<file path="config.mk">
export PLATFORM = sky130hd
export DESIGN_NAME = hazard_stall_ctrl
export DESIGN_NICKNAME = d
export VERILOG_FILES = /design/src/rtl/hazard_pkg.sv /design/src/rtl/hazard_scoreboard.sv /design/src/rtl/hazard_stall_ctrl.sv
export SDC_FILE = /design/constraint.sdc
export NUM_CORES = 1
export LEC_CHECK = 0
export BUFFER_PORTS_ARGS = -buffer_cell sky130_fd_sc_hd__buf_2
export CAP_MARGIN = 10
export CORE_AREA = 3 3 40 42
export CTS_CLUSTER_SIZE = 28
export DETAILED_ROUTE_END_ITERATION = 12
export DIE_AREA = 0 0 43 45
export PLACE_DENSITY = 0.78
export SYNTH_ARGS = -nofsm -noshare
export SYNTH_HDL_FRONTEND = slang
export SYNTH_SLANG_ARGS = --single-unit
</file>
<file path="constraint.sdc">
create_clock -name clk_i -period 3.15 [get_ports clk_i]
set_input_delay 0.1575 -clock clk_i [delete_from_list [all_inputs] [get_ports clk_i]]
set_output_delay 0.1575 -clock clk_i [all_outputs]
set_load 0.02 [all_outputs]
</file>
<file path="src/rtl/hazard_pkg.sv">
`default_nettype none
// ============================================================================
//  Module      : hazard_pkg
//  Description : Shared stall-cause encodings and register constants for the
//                load-use / stall controller.
//  Revision    : 1.0 - initial release
// ============================================================================
package hazard_pkg;

  // Default register address width (32 architectural registers)
  localparam int DEF_ADDR_W = 5;

  // Architectural zero register; writes to it never create a dependency
  localparam int REG_ZERO = 0;

  // Reason the pipeline is not advancing normally this cycle
  typedef enum logic [1:0] {
    CAUSE_NONE  = 2'd0,
    CAUSE_LDU   = 2'd1,
    CAUSE_MEM   = 2'd2,
    CAUSE_FLUSH = 2'd3
  } cause_e;

endpackage
`default_nettype wire

</file>
<file path="src/rtl/hazard_scoreboard.sv">
`default_nettype none
// ============================================================================
//  Module      : hazard_scoreboard
//  Description : Tracks loads that have left EX but whose data is not yet
//                forwardable. Stage 0 is the load currently in EX; stages
//                1..LOAD_LAT-1 are registered and freeze while hold is set.
//                Raises hit when the instruction in ID reads a pending rd.
//  Revision    : 1.0 - initial release
// ============================================================================
module hazard_scoreboard
  import hazard_pkg::*;
#(
  parameter int ADDR_W   = DEF_ADDR_W,
  parameter int LOAD_LAT = 2
) (
  input  logic              clk_i,
  input  logic              rst_i,
  input  logic [ADDR_W-1:0] rs1_addr,
  input  logic [ADDR_W-1:0] rs2_addr,
  input  logic              rs1_use,
  input  logic              rs2_use,
  input  logic [ADDR_W-1:0] ex_rd_addr,
  input  logic              ex_mem_read,
  input  logic              hold,
  output logic              hit
);

  // True when a pending destination is actually read by the ID instruction
  function automatic logic src_match(input logic [ADDR_W-1:0] rd);
    return ((rd == rs1_addr) && rs1_use) || ((rd == rs2_addr) && rs2_use);
  endfunction

  logic stage0_v;
  logic stage0_hit;

  // Loads to x0 are never tracked, so x0 can never produce a hit
  assign stage0_v   = ex_mem_read && (ex_rd_addr != ADDR_W'(REG_ZERO));
  assign stage0_hit = stage0_v && src_match(ex_rd_addr);

  generate
    if (LOAD_LAT > 1) begin : g_stages
      localparam int NSTG = LOAD_LAT - 1;

      logic [NSTG:1]     sb_v;
      logic [ADDR_W-1:0] sb_rd [1:NSTG];
      logic [NSTG:1]     stg_hit;

      // Shift pending loads one stage per cycle; freeze during cache stalls
      always_ff @(posedge clk_i) begin
        if (!rst_i) begin
          sb_v <= '0;
          for (int k = 1; k <= NSTG; k++) sb_rd[k] <= '0;
        end else if (!hold) begin
          sb_v[1]  <= stage0_v;
          sb_rd[1] <= ex_rd_addr;
          for (int k = 2; k <= NSTG; k++) begin
            sb_v[k]  <= sb_v[k-1];
            sb_rd[k] <= sb_rd[k-1];
          end
        end
      end

      // Per-stage dependency match against the ID source registers
      always_comb begin
        stg_hit = '0;
        for (int k = 1; k <= NSTG; k++) stg_hit[k] = sb_v[k] && src_match(sb_rd[k]);
      end

      assign hit = stage0_hit || (|stg_hit);
    end else begin : g_no_stages
      // Single-bubble configuration: only the load in EX matters
      logic unused_ctrl;
      assign unused_ctrl = ^{clk_i, rst_i, hold};
      assign hit = stage0_hit;
    end
  endgenerate

endmodule
`default_nettype wire

</file>
<file path="src/rtl/hazard_stall_ctrl.sv">
`default_nettype none
// ============================================================================
//  Module      : hazard_stall_ctrl
//  Description : Pipeline stall controller. Arbitrates data-cache stalls,
//                branch flushes and multi-cycle load-use hazards, and drives
//                PC / IF-ID / ID-EX write enables and the bubble mux.
//                Optional macro HAZARD_PERF_CNT_EN adds saturating
//                load-use and mem-stall cycle counters.
//  Revision    : 1.0 - initial release
// ============================================================================
module hazard_stall_ctrl
  import hazard_pkg::*;
#(
  parameter int ADDR_W   = DEF_ADDR_W,
  parameter int LOAD_LAT = 2
`ifdef HAZARD_PERF_CNT_EN
  ,
  parameter int CNT_W    = 32
`endif
) (
  input  logic              clk_i,
  input  logic              rst_i,
  input  logic [ADDR_W-1:0] IF_ID_RS1addr_i,
  input  logic [ADDR_W-1:0] IF_ID_RS2addr_i,
  input  logic              IF_ID_RS1use_i,
  input  logic              IF_ID_RS2use_i,
  input  logic [ADDR_W-1:0] ID_EX_RDaddr_i,
  input  logic              ID_EX_MemRead_i,
  input  logic              mem_stall_i,
  input  logic              flush_i,
  output logic              Stall_o,
  output logic              MUX_Control_select_o,
  output logic              PC_write_o,
  output logic              IF_ID_write_o,
  output logic              ID_EX_write_o,
  output logic [1:0]        stall_cause_o
`ifdef HAZARD_PERF_CNT_EN
  ,
  output logic [CNT_W-1:0]  ldu_cnt_o,
  output logic [CNT_W-1:0]  mem_cnt_o
`endif
);

  logic   hit;
  cause_e cause;

  hazard_scoreboard #(
    .ADDR_W   (ADDR_W),
    .LOAD_LAT (LOAD_LAT)
  ) u_scoreboard (
    .clk_i       (clk_i),
    .rst_i       (rst_i),
    .rs1_addr    (IF_ID_RS1addr_i),
    .rs2_addr    (IF_ID_RS2addr_i),
    .rs1_use     (IF_ID_RS1use_i),
    .rs2_use     (IF_ID_RS2use_i),
    .ex_rd_addr  (ID_EX_RDaddr_i),
    .ex_mem_read (ID_EX_MemRead_i),
    .hold        (mem_stall_i),
    .hit         (hit)
  );

  // Priority arbitration: cache stall freezes everything, a flush overrides
  // a load-use stall (the dependent instruction is being discarded anyway)
  always_comb begin
    cause                = CAUSE_NONE;
    Stall_o              = 1'b0;
    MUX_Control_select_o = 1'b0;
    PC_write_o           = 1'b1;
    IF_ID_write_o        = 1'b1;
    ID_EX_write_o        = 1'b1;
    if (!rst_i) begin
      cause = CAUSE_NONE;
    end else if (mem_stall_i) begin
      cause         = CAUSE_MEM;
      PC_write_o    = 1'b0;
      IF_ID_write_o = 1'b0;
      ID_EX_write_o = 1'b0;
    end else if (flush_i) begin
      cause = CAUSE_FLUSH;
    end else if (hit) begin
      cause                = CAUSE_LDU;
      Stall_o              = 1'b1;
      MUX_Control_select_o = 1'b1;
      PC_write_o           = 1'b0;
      IF_ID_write_o        = 1'b0;
    end
  end

  assign stall_cause_o = cause;

`ifdef HAZARD_PERF_CNT_EN
  logic [CNT_W-1:0] ldu_cnt;
  logic [CNT_W-1:0] mem_cnt;

  // Saturating per-cause cycle counters
  always_ff @(posedge clk_i) begin
    if (!rst_i) begin
      ldu_cnt <= '0;
      mem_cnt <= '0;
    end else begin
      if ((cause == CAUSE_LDU) && (ldu_cnt != '1)) ldu_cnt <= ldu_cnt + CNT_W'(1);
      if ((cause == CAUSE_MEM) && (mem_cnt != '1)) mem_cnt <= mem_cnt + CNT_W'(1);
    end
  end

  assign ldu_cnt_o = ldu_cnt;
  assign mem_cnt_o = mem_cnt;
`endif

endmodule
`default_nettype wire

</file>
* Word level (Yosys, flattened, before mapping)
Memories as Yosys holds them, arrays and structs flattened. Index checks and enable logic that the tools add are counted.
Word-level totals: bits in registers 1, RAM bits 5, input port bits 22, memories kept 1
Memories:
- u_scoreboard.g_stages.sb_rd | depth 1, width 5, read ports 1, clocked after memory_dff 0, write ports 1, RTL line hazard_scoreboard.sv:45 | logic [ADDR_W-1:0] sb_rd [1:NSTG];
Cells by class: equality and inequality tests 4, muxes and demuxes 18, bitwise logic cells 1, reductions and logical operators 11
Operators with widths (count):
- == test 5 bit | 4
- 2-to-1 mux 1 bit | 14
- logical AND 1 bit | 7
- 2-to-1 mux 2 bit | 3
- 2-to-1 mux 5 bit | 1
- nonzero test 5 bit | 1
- logical OR 1 bit | 3
- bitwise OR 1 bit | 1

* Depth between registers and ports, before layout
Gate-level depths: netlist of the first run. An unclocked memory read counts as a cell.
depth in word-level cells 10, mapped depth 6

* Hierarchy
A second synthesis of the first run with hierarchy kept.
Second synthesis, totals: cell total of the unflattened synthesis 57, area, all modules 539.3 um2
Modules (own cells, without submodules):
- hazard_scoreboard | times used 1, cells an instance 48, area an instance 481.7 um2
- hazard_stall_ctrl | times used 1, cells an instance 9, area an instance 57.6 um2

* Least setup slack after synthesis of the first run
OpenSTA, ideal clock, no wires.
kind input to output, start point input port ID_EX_RDaddr_i[4], end point output port PC_write_o, arrival 1.583 ns, required time 2.992 ns, slack 1.410 ns, stages on the path 5, path buffers 1, path through or4_4 o21ai_2 a21oi_2 o311ai_2 buf_4
Between the ends: cells in the longest elaborated chain, start to end 9
RTL lines:
- start: declaration | RTL line hazard_stall_ctrl.sv:27 | input logic [ADDR_W-1:0] ID_EX_RDaddr_i,
- == test 5 bit | RTL line hazard_scoreboard.sv:30 | return ((rd == rs1_addr) && rs1_use) || ((rd == rs2_addr) && rs2_use);
- logical AND 1 bit | RTL line hazard_scoreboard.sv:30
- logical OR 1 bit | RTL line hazard_scoreboard.sv:30
- logical AND 1 bit * | RTL line hazard_scoreboard.sv:38 | assign stage0_hit = stage0_v && src_match(ex_rd_addr);
- logical OR 1 bit * | RTL line hazard_scoreboard.sv:69 | assign hit = stage0_hit || (|stg_hit);
- 2-to-1 mux 1 bit * (4 in a row)
- end: declaration | RTL line hazard_stall_ctrl.sv:33 | output logic PC_write_o,
Mark *: on every way between the ends. The rest lies on a longest branch, timed or not.

* Worst setup path after layout of the first run
start point memory u_scoreboard.g_stages.sb_rd[1][3] in the netlist's numbering, end point output port MUX_Control_select_o
Between the ends: cells in the longest elaborated chain, start to end 10
RTL lines:
- start: declaration | RTL line hazard_scoreboard.sv:45
- memory (1 x 5 bit) *
- == test 5 bit | RTL line hazard_scoreboard.sv:30
- logical AND 1 bit | RTL line hazard_scoreboard.sv:30
- logical OR 1 bit * | RTL line hazard_scoreboard.sv:30
- logical AND 1 bit * | RTL line hazard_scoreboard.sv:66 | for (int k = 1; k <= NSTG; k++) stg_hit[k] = sb_v[k] && src_match(sb_rd[k]);
- logical OR 1 bit * | RTL line hazard_scoreboard.sv:69
- 2-to-1 mux 1 bit * | RTL line hazard_stall_ctrl.sv:81 | end else if (hit) begin
- 2-to-1 mux 1 bit * | RTL line hazard_stall_ctrl.sv:79 | end else if (flush_i) begin
- 2-to-1 mux 1 bit * | RTL line hazard_stall_ctrl.sv:74 | end else if (mem_stall_i) begin
- 2-to-1 mux 1 bit * | RTL line hazard_stall_ctrl.sv:72 | if (!rst_i) begin
- end: declaration | RTL line hazard_stall_ctrl.sv:32 | output logic MUX_Control_select_o,
Marked as above.

==> results of run 1 <==
## report_power, final
part           total, mW  switching (mW)  leakage [nW]  internal, mW
combinational     0.0705          0.0355         0.234        0.0350
sequential        0.0985         0.00545        0.0620        0.0931
clock             0.0757          0.0278        0.0150        0.0480
## worst max-delay path by stage
stage | endpoint | depth (start not counted)
finish | MUX_Control_select_o | 5
global route | MUX_Control_select_o | 5
CTS | MUX_Control_select_o | 5
detailed placement | IF_ID_write_o | 6
global placement | IF_ID_write_o | 6
floorplan | PC_write_o | 5
## kinds of logic (layout without fill, tap and decap cells)
group,count (synthesis),after routing
simple gates,19,19
xor+xnor,20,20
compound gates,8,8
buf+inv,3,33
flops,6,6
## routing by layer
layer,routed length [um],track usage,up-vias
li1,-,-,256
met1,552,0.165,234
met2,608,0.231,17
met3,83,0.0120,2
met4,19,0.0964,0
met5,0,0,-
## cell usage in the layout (no fill, tap or decap), drive strengths merged, types with 2 or more instances in the layout
cell,netlist,routed
nor4,2,2
clkbuf,0,4
edfxtp,5,5
nand4,2,2
o21ai,2,2
and2,6,6
xnor2,12,12
buf,2,28
nand2,2,2
xor2,8,8
nand3,4,4
## layout make-up
type | instances | area, um2
repair buffers | 28 | 140
clock buffers | 4 | 26.3
fillers | 120 | 564
well taps | 15 | 18.8
multi-input cells | 47 | 362
inverters | 1 | 3.75
flip-flops and latches | 6 | 170
## state kept, by name, summed over array words and instances, names as in the netlist
register                     count
u_scoreboard.g_stages.sb_rd      5
u_scoreboard.g_stages.sb_v       1
## worst register-to-register path, stage by stage, from the launching register on
cell and delay [ps]:
dfxtp_1 320, nand2_1 60, o21ai_0 60, and2_1 150
==> impl_metrics.tcl, run 1 <==
set metrics [dict create \
    setup_viol 0 \
    synth-edff-count 5 \
    r2r_setup_slack_ps 2450 \
    hold_ws_ps 195 \
    slew_violations 0 \
    setup_tns_ps 0 \
    hold_path.class "input pin to flop" \
    critPathLaunchType "flop" \
    fin_area_um2 721 \
    diodes 0 \
    grt_pass1_wl_mm 1.93 \
    yosys_warnings 0 \
    drt-initial-drc-count 5 \
    finalCriticalPeriod_ps 1790 \
    clk_pin_slew_ps 50 \
    synth_fa_ha_area_frac 0 \
    routed_wl_mm 1.26 \
    die_y_um 45 \
    crit_buf_inv 1 \
    worstPathRequired_ps 2990 \
    rsz0062_at_grt "false" \
    cpPeakStageDelay_ps 430 \
    synth_seq_area_share 0.309 \
    cp_top_family "compound AO/OA/AOI/OAI gates" \
    crit_fanout 3 \
    cp.arrival_ps 1640 \
    cap_violations 0 \
    htreeDepth 1 \
    reg2reg_depth 3 \
    period_share 0.570 \
    total_power_uw 245 \
    synth_top_family_by_area "XOR/XNOR gates" \
    grt_max_degree 8 \
    areaGrowthSynthToFinish_pct 30.9 \
    num_io_pins 29 \
    min_to "u_scoreboard.g_stages.sb_v" \
    fin_util 0.561 \
    hold_start "rst_i" \
    globalRouteOverflowTotal 0 \
    dieWidth_um 43 \
    status "finished, final reports clean" \
    synth_top_area_cell "edfxtp_1" \
    synth_top_area_share 0.273 \
    wl_per_cell_um 12.5 \
    synth-compound-area-share 0.130 \
    layoutNonFillerInstCount 101 \
    worst_pin_slew_ps 402 \
    crit_slowest_cell "edfxtp_1" \
    cts.sinks 6 \
    grt_usage 0.137 \
    grt_pass1_vias 489 \
    cts_resized 0 \
    first_pass_iters 3 \
    vias 509 \
    drive_gt1_frac 0.419 \
    fp.dieArea_mm2 0.00194 \
    post-route-drc-count 0 \
    synthArstFlopShare 0 \
    relSlewSlack 0.732 \
    antenna_found_initial 0 \
    dp_hpwl_mm 1.09 \
    post-cts-setup-buffers 0 \
    dpl_cell_area_um2 694 \
    hold_viol 0 \
    fin_ws_ps 1360 \
    p_leak_nw 0.311 \
    numCtsBuffers 3 \
    yosysMostFrequentCell "xnor2_1" \
    hold_buffers 0 \
    dp.cells 97 \
    finClkSkew_ps 0 \
    ys_ff_latch 6 \
    ir_drop_v 0.000229 \
    synth.area.mux_share 0 \
    yosysUniqueCellTypes 23 \
    place_congestion 0.843 \
    postSynthCellCount 56 \
    portBuffers 28 \
    drtAntennaViolNets 0 \
    fmax_mhz 557 \
    post-place-ws_ps 1480 \
    synth.avg_cell_area_um2 9.83 \
    end_kind "output pin" \
    syn-num-nets 78 \
    rows 13 \
    netlist_area_um2 551 \
    tritoncts "yes" \
    vias_per_cell 5.04 \
    synthTopCellsByCount "xnor2_1, xor2_1, and2_1, edfxtp_1, nand3_1" \
    path_cells "xnor2_1 -> nand4_1 -> o22ai_1 -> o211a_1 -> buf_2" \
    crit_type "flop to output pin" \
    coreArea_mm2 0.00128 \
    whs_path_depth 2 \
    r2r_end "u_scoreboard.g_stages.sb_v" \
    clock_latency_ps 240 \
    cts_root_buf "clkbuf_4" \
    power_density_mw_per_mm2 340 \
    synth_area_leaders "edfxtp_1, xnor2_1, xor2_1" \
    start_util 0.428 \
    nNetsFinal 109 \
    timing.rr.start "u_scoreboard.g_stages.sb_v" \
    cts.path.max_buffers 2 \
    yosys.area_share.simple 0.209 \
    synth-xor-area-share 0.318 \
    dominantRegCellSynth "edfxtp_1" \
    worstSetupStartpoint "u_scoreboard.g_stages.sb_rd[1][3]" \
]
(Power assumes the default switching activity.)
==> run 2: changes to the inputs <==
--- a/config.mk
+++ b/config.mk
@@ -7,11 +7,11 @@
 export LEC_CHECK = 0
 export BUFFER_PORTS_ARGS = -buffer_cell sky130_fd_sc_hd__buf_2
 export CAP_MARGIN = 10
-export CORE_AREA = 3 3 40 42
+export CORE_MARGIN = 3
+export CORE_UTILIZATION = 38
 export CTS_CLUSTER_SIZE = 28
 export DETAILED_ROUTE_END_ITERATION = 12
-export DIE_AREA = 0 0 43 45
-export PLACE_DENSITY = 0.78
+export PLACE_DENSITY = 0.76
 export SYNTH_ARGS = -nofsm -noshare
 export SYNTH_HDL_FRONTEND = slang
 export SYNTH_SLANG_ARGS = --single-unit
==> constraint.sdc (replaced) <==
create_clock -name clk_i -period 1.5 [get_ports clk_i]
set_input_delay 0.075 -clock clk_i [delete_from_list [all_inputs] [get_ports clk_i]]
set_output_delay 0.075 -clock clk_i [all_outputs]
set_load 0.02 [all_outputs]
==> run 2 against run 1 <==
The flow now finishes with violations (negative setup slack); via count increased by 2.4%; final cell count up 0.99%; critical path type unchanged; combinational power rose by 130%; largest cell class unchanged.
==> impl_metrics.tcl, run 2 (same netlist as run 1, synthesis figures left out) <==
set metrics [dict create \
    die_y_um 44.1 \
    dieWidth_um 44.1 \
    dp.cells 98 \
    total_power_uw 531 \
    hold_start "rst_i" \
    fp.dieArea_mm2 0.00194 \
    timing.rr.start "u_scoreboard.g_stages.sb_v" \
    whs_path_depth 2 \
    crit_type "flop to output pin" \
    post-route-drc-count 0 \
    hold_path.class "input pin to flop" \
    finalCriticalPeriod_ps 1680 \
    num_io_pins 29 \
    fin_ws_ps -181 \
    relSlewSlack 0.728 \
    p_leak_nw 0.325 \
    vias_per_cell 5.11 \
    power_density_mw_per_mm2 695 \
    cp_top_family "compound AO/OA/AOI/OAI gates" \
    cts.sinks 6 \
    multiInputGateArea_um2 378 \
    cp.arrival_ps 1610 \
    cap_violations 0 \
    dp_hpwl_mm 1.11 \
    place_congestion 0.856 \
    rows 13 \
    grt_pass1_vias 543 \
    portBuffers 28 \
    fillerInstances 116 \
    grt_pass1_wl_mm 2.26 \
    drt-initial-drc-count 2 \
    met1Wirelength_um 588 \
    r2r_setup_slack_ps 790 \
    violations "negative setup slack" \
    hold_buffers 0 \
    finClkSkew_ps 0 \
    end_kind "output pin" \
    wl_per_cell_um 13.6 \
    rsz0062_at_grt "true" \
    largest_reg_flops 5 \
    seq_area_um2 170 \
    coreArea_mm2 0.00133 \
    largest-register "u_scoreboard.g_stages.sb_rd" \
    routed_wl_mm 1.39 \
    numCtsBuffers 3 \
    antenna_found_initial 0 \
    fmax_mhz 595 \
    fin_util 0.572 \
    path_cells "xnor2_1 -> nand4_1 -> o22ai_2 -> o211a_1 -> buf_2" \
    crit_buf_inv 1 \
    final_cell_mix "buf_2, xnor2_1, xor2_1" \
    areaGrowthSynthToFinish_pct 38.6 \
    status "finished with violations" \
    globalRouteOverflowTotal 0 \
    final_common_cell "buf_2" \
    nNetsFinal 110 \
    top_regs "u_scoreboard.g_stages.sb_rd (5), u_scoreboard.g_stages.sb_v (1)" \
    slew_violations 0 \
    first_pass_iters 2 \
    ir_drop_v 0.000382 \
    min_to "u_scoreboard.g_stages.sb_v" \
    hold_viol 0 \
    wl_met2_um 706 \
    htreeDepth 1 \
    post-cts-setup-buffers 0 \
    met3WireLength_um 95 \
    drive_gt1_frac 0.437 \
    setup_viol 5 \
    clock_latency_ps 240 \
    crit_fanout 3 \
    drtAntennaViolNets 0 \
    cts_root_buf "clkbuf_4" \
    r2r_end "u_scoreboard.g_stages.sb_v" \
    diodes 0 \
    clk_pin_slew_ps 50 \
    grt_max_degree 8 \
    grt_usage 0.158 \
    crit_slowest_cell "edfxtp_1" \
    reg2reg_depth 3 \
    cts.path.max_buffers 2 \
    worst_pin_slew_ps 407 \
    layoutNonFillerInstCount 102 \
    highest_layer "met3" \
    period_share 1.12 \
    worstPathRequired_ps 1420 \
    start_util 0.413 \
    critPathLaunchType "flop" \
    vias 521 \
    tritoncts "yes" \
    cpPeakStageDelay_ps 410 \
]
## run 2: cell count changes in the layout (fill, tap and decap cells not counted), sizes merged
cell	before	now
buf	28	29
## run 2: layout make-up
cell class,count,area share
tap,15,0.0246
timing repair buffer,29,0.218
multi-input combinational,47,0.495
inverter,1,0.00492
sequential,6,0.223
clock buffer,4,0.0344
## run 2: stage by stage
step                TNS [ps]  area [um2]  hold WS (ps)  worst slack [ps]
detailed placement     -45.1         712           390             -19.0
floorplan              -1.67         561           197             -1.67
global placement       -4.13         712           374             -2.17
finish                  -751         763           143              -181
global route           -1170         763           141              -266
CTS                     -683         763           140              -177
## run 2: timing repair
action | CTS | global route
pin swaps | 1 | 1
resized for setup | 7 | 0
endpoints found under the setup margin | 5 | 5
## run 2: metal layers
metal	GRT usage	vias to the layer above
li1	-	261
met1	0.188	242
met2	0.270	18
met3	0.0407	0
met4	0.0602	0
met5	0	-
## run 2: where the power goes
group,switching [mW],internal [mW]
combinational,0.0799,0.0815
sequential,0.0111,0.195
clock,0.0618,0.101
total,0.153,0.378
## run 2: worst max path at each step
| stage | cells after the start | start | slack [ps] | end |
|---|---|---|---|---|
| 6_report | 5 | u_scoreboard.g_stages.sb_rd[1][3] | -180 | MUX_Control_select_o |
| 3_3_place_gp | 7 | ID_EX_RDaddr_i[4] | -2 | Stall_o |
| 5_1_grt | 5 | u_scoreboard.g_stages.sb_rd[1][3] | -270 | Stall_o |
| 4_1_cts | 5 | u_scoreboard.g_stages.sb_rd[1][3] | -180 | MUX_Control_select_o |
| 3_5_place_dp | 6 | ID_EX_RDaddr_i[4] | -20 | PC_write_o |
| 2_1_floorplan | 5 | u_scoreboard.g_stages.sb_rd[1][1] | -2 | Stall_o |
